===== config.mk =====
export PLATFORM = sky130hd
export DESIGN_NAME = pipe_stage_reg
export DESIGN_NICKNAME = d
export VERILOG_FILES = /design/src/rtl/pipe_stage_reg.sv
export SDC_FILE = /design/constraint.sdc
export NUM_CORES = 1
export LEC_CHECK = 0
export CAP_MARGIN = 20
export CORE_UTILIZATION = 46
export CTS_BUF_LIST = sky130_fd_sc_hd__clkbuf_4 sky130_fd_sc_hd__clkbuf_8
export CTS_CLUSTER_SIZE = 40
export DETAILED_ROUTE_END_ITERATION = 12
export PLACE_DENSITY = 0.75
export SYNTH_ARGS = -nofsm -noshare
export SYNTH_HDL_FRONTEND = slang
export SYNTH_SLANG_ARGS = --single-unit

===== constraint.sdc =====
create_clock -name clk -period 2.44 [get_ports clk]
set_clock_uncertainty 0.15 [all_clocks]
set_input_delay 0.488 -clock clk [delete_from_list [all_inputs] [get_ports clk]]
set_output_delay 0.488 -clock clk [all_outputs]
set_load 0.01 [all_outputs]

===== src/rtl/pipe_stage_reg.sv =====
// -----------------------------------------------------------------------------
// pipe_stage_reg
//
// Generic valid/ready pipeline stage register for the 5-stage RISC-V core.
// Carries one payload (datapath field + control field) per transfer and can be
// dropped between any two stages (IF/ID, ID/IE, IE/IM, IM/IW) so that stall
// and flush behave the same everywhere.
//
// SKID=1 : two-entry skid buffer (main + skid register). in_ready comes
//          straight from a flop, which breaks the combinational
//          out_ready -> in_ready path through the pipeline.
// SKID=0 : single register, in_ready = !out_valid || out_ready.
//
// Ports
//   clk        in   rising-edge clock
//   reset      in   synchronous, active-high reset (wins over flush)
//   flush      in   synchronous kill of every held entry
//   in_valid   in   upstream payload valid
//   in_ready   out  stage can accept (transfer = in_valid && in_ready)
//   in_data    in   upstream datapath payload  [DATA_W]
//   in_ctrl    in   upstream control payload   [CTRL_W]
//   out_valid  out  downstream payload valid
//   out_ready  in   downstream accepts (pop = out_valid && out_ready)
//   out_data   out  downstream datapath payload [DATA_W]
//   out_ctrl   out  downstream control payload, 0 whenever out_valid=0
//   occupancy  out  entries held: 0, 1 or 2
// -----------------------------------------------------------------------------
module pipe_stage_reg #(
  parameter int DATA_W             = 101,
  parameter int CTRL_W             = 4,
  parameter bit SKID               = 1'b1,
  parameter bit ZERO_DATA_ON_FLUSH = 1'b1
) (
  input  logic              clk,
  input  logic              reset,
  input  logic              flush,
  input  logic              in_valid,
  output logic              in_ready,
  input  logic [DATA_W-1:0] in_data,
  input  logic [CTRL_W-1:0] in_ctrl,
  output logic              out_valid,
  input  logic              out_ready,
  output logic [DATA_W-1:0] out_data,
  output logic [CTRL_W-1:0] out_ctrl,
  output logic [1:0]        occupancy
);

  // State encoding doubles as the occupancy count.
  typedef enum logic [1:0] {
    EMPTY = 2'd0,
    ONE   = 2'd1,
    FULL  = 2'd2
  } state_t;

  state_t            state_reg;
  logic [DATA_W-1:0] main_data_reg;
  logic [CTRL_W-1:0] main_ctrl_reg;
  logic [DATA_W-1:0] skid_data_reg;
  logic [CTRL_W-1:0] skid_ctrl_reg;
  logic              in_ready_reg;

  logic accept;
  logic pop;

  assign out_valid = (state_reg != EMPTY);
  assign pop       = out_valid && out_ready;
  assign accept    = in_valid && in_ready;

  // SKID is a constant, so only one arm survives elaboration; with SKID=1
  // there is no logic path from out_ready to in_ready.
  assign in_ready  = SKID ? in_ready_reg : (!out_valid || out_ready);

  // The main register is always the head of the FIFO.
  assign out_data  = main_data_reg;

  // Gate control with valid so a bubble can never assert RegWrite/MemWrite,
  // even if main_ctrl_reg holds a stale value from a popped entry.
  assign out_ctrl  = out_valid ? main_ctrl_reg : '0;

  assign occupancy = state_reg;

  always_ff @(posedge clk) begin
    if (reset) begin
      state_reg     <= EMPTY;
      main_data_reg <= '0;
      main_ctrl_reg <= '0;
      skid_data_reg <= '0;
      skid_ctrl_reg <= '0;
      in_ready_reg  <= 1'b1;
    end else if (flush) begin
      // Anything accepted this cycle is dropped along with the held entries.
      // A pop this cycle has already been seen downstream; nothing to undo.
      state_reg     <= EMPTY;
      main_ctrl_reg <= '0;
      skid_data_reg <= '0;
      skid_ctrl_reg <= '0;
      in_ready_reg  <= 1'b1;
      if (ZERO_DATA_ON_FLUSH) begin
        main_data_reg <= '0;
      end
    end else begin
      case (state_reg)
        EMPTY: begin
          if (accept) begin
            main_data_reg <= in_data;
            main_ctrl_reg <= in_ctrl;
            state_reg     <= ONE;
          end
        end

        ONE: begin
          case ({accept, pop})
            2'b10: begin
              // Head is stalled: park the new word in the skid entry.
              // Unreachable with SKID=0 because in_ready needs out_ready.
              if (SKID) begin
                skid_data_reg <= in_data;
                skid_ctrl_reg <= in_ctrl;
                state_reg     <= FULL;
                in_ready_reg  <= 1'b0;
              end
            end
            2'b01: begin
              state_reg <= EMPTY;
            end
            2'b11: begin
              // Replace the head in place: full throughput, no stall.
              main_data_reg <= in_data;
              main_ctrl_reg <= in_ctrl;
            end
            default: begin
            end
          endcase
        end

        FULL: begin
          // in_ready is low here, so only a pop can happen.
          if (pop) begin
            main_data_reg <= skid_data_reg;
            main_ctrl_reg <= skid_ctrl_reg;
            state_reg     <= ONE;
            in_ready_reg  <= 1'b1;
          end
        end

        default: begin
          state_reg    <= EMPTY;
          in_ready_reg <= 1'b1;
        end
      endcase
    end
  end

endmodule


==> flow_summary.ini <==
[run_status]
run_status = finished, final reports clean

[synthesis]
ys_seq_area_share_pct = 47.2
synth_common_cells = dfxtp_1 (213), nand2_1 (212), a21oi_1 (107)
synth.yosys.warnings = 0
ys_top_cells_by_area = dfxtp_1 (47%), mux2i_1 (12%), nand2_1 (8.8%)
yosysTopAreaCell = dfxtp_1
synth_most_common_cell = dfxtp_1
ys_ff_latch = 213
async_flop_share_pct = 0
ys_types = 26
synth_edf_count = 0
synthFlopType = dfxtp_1
synth_top_area_share_pct = 47.2
synth_area_per_cell_um2 = 9.18
syn_inst = 984
syn_area_mm2 = 0.00903
synth_fp_nets = 1097

[routing]
drt_pass1_iterations = 4
vias = 8080
routed_via_density = 5.52
wire_per_inst_um = 17.2
drcViolationCount = 0
routed_wl_um = 25100
drt.antenna.violating_nets = 0
drtIter0Drc = 484

[worst_setup_path]
worst_setup_path_start_kind = register
worstSetupEndpointType = output port
crit_fanout = 5
crit_type = reg2out
cp.required_ns = 1.80
crit_arrival_ns = 1.69
r2r.worst_path.cells = 7

[power_and_ir_drop]
peakVddDrop_mv = 0.440
leakage_nw = 4.95
total_power_mw = 8.04
powerDensity_mw_per_mm2 = 644

[place]
hpwlAfterDp_um = 16100
portBuffers = 218
pre_cts_ws_ns = -0.109
gp_congestion = 0.777
place_inst = 1404
dpl_cell_area_mm2 = 0.0117

[die]
ios = 219
rows = 50
die-area_mm2 = 0.0202
start_util_pct = 47.7
die-width_um = 142
core_mm2 = 0.0190
die_h_um = 142

[finish]
fin_util_pct = 65.9
fill_cells = 1537
drive_gt1_share_pct = 14.0
design_area_mm2 = 0.0125
nets = 1295
fin_cells = 1463
areaGrowthSynthToFinish_pct = 38.4
diodes = 0

[global_route]
grt_pass1_vias = 7840
gr-total-overflow = 0
grt_util_met2_pct = 40.0
antenna_found_initial = 0
grt_busiest_layer = met2
grt_max_degree = 69
met3_usage_pct = 5.92
use_met1_pct = 32.6
grt_first_pass_wirelength_um = 40200
grt.total_usage_pct = 24.8

[timing]
min_period_ns = 2.33
finalCritPeriodShare_pct = 95.5
grt_setup_unrepaired = false
fmax_mhz = 429
final-setup-viol-count = 0
finalHoldViolations = 0
setup_ws_ns = 0.110
tightest_slew_ns = 0.484
setup_tns_ns = 0
relSlewSlack_pct = 67.7
drv_slew = 0
hold_ws_ns = 0.302

[clocking]
cts_sinks = 213
clkLatencyLatePin_ns = 0.51
cts_max_level = 2
clk_path_buf_depth = 3
postCtsHoldBufs = 0
clk_pin_slew_ns = 0.06
numCtsBuffers = 36
cts_tree = yes
cts-root-buf = clkbuf_8

[min_path]
hold_path_depth = 2
hold_class = reg2reg

[job]
drv_cap = 0
## worst max-delay path: stages, from the launching register on
cell	delay (ns)
dfxtp_1	0.31
nor2_1	0.18
buf_4	0.17
inv_1	0.05
clkdlybuf4s50_1	0.47
## area by class of cell
cell class | instances | area (µm²) | area share (%)
inverters | 3 | 11.3 | 0.0901
clock buffers | 57 | 709 | 5.68
multi-input cells | 659 | 4310 | 34.5
well taps | 260 | 325 | 2.60
clock inverters | 2 | 35.0 | 0.280
flip-flops and latches | 213 | 4260 | 34.1
repair buffers | 269 | 2850 | 22.8
## cell usage in the layout (no fill, tap or decap), drive strengths merged, types with 3 or more instances in the layout
cell,n
dlymetal6s2s,3
nor2,3
a21oi,107
nor4,105
ha,3
a211oi,105
and3b,3
inv,3
clkbuf,57
mux2i,105
nor2b,5
clkdlybuf4s50,214
nand2,212
buf,51
dfxtp,213
## worst paths after layout
check / end / start / slack, ns
max: out_valid / occupancy[1]$_SDFFE_PP0P_ / 0.11
min: skid_data_reg[22]$_SDFFE_PP0P_ / skid_data_reg[22]$_SDFFE_PP0P_ / 0.30
max reg2reg: out_data[77]$_SDFFE_PP0P_ / occupancy[1]$_SDFFE_PP0P_ / 0.38
min reg2reg: skid_data_reg[22]$_SDFFE_PP0P_ / skid_data_reg[22]$_SDFFE_PP0P_ / 0.30
## cell families after synthesis
logic type,Yosys count,share of synthesized area (%)
muxes,105,11.6
buffers and inverters,112,5.58
AOI/OAI and AO/OA,215,17.7
and+or+nand+nor,336,17.5
adders and majority gates,3,0.416
DFF,213,47.2
## per-layer routing
metal | wire length (µm) | vias up
li1 | - | 3941
met1 | 11300 | 3803
met2 | 11500 | 290
met3 | 1860 | 46
met4 | 524 | 0
met5 | 0 | -
## power by group
part | internal (mW) | total (mW) | switching (mW)
combinational | 0.572 | 1.09 | 0.518
clock | 1.93 | 3.31 | 1.38
sequential | 3.58 | 3.64 | 0.0589
total | 6.09 | 8.04 | 1.96
## what timing repair did
action                                 4_1_cts  5_1_grt
resized for setup                            1        3
setup endpoints to repair                    1        3
endpoints found under the hold margin        0        0
buffers inserted                             0        0
Power figures use the tool's default switching activity.
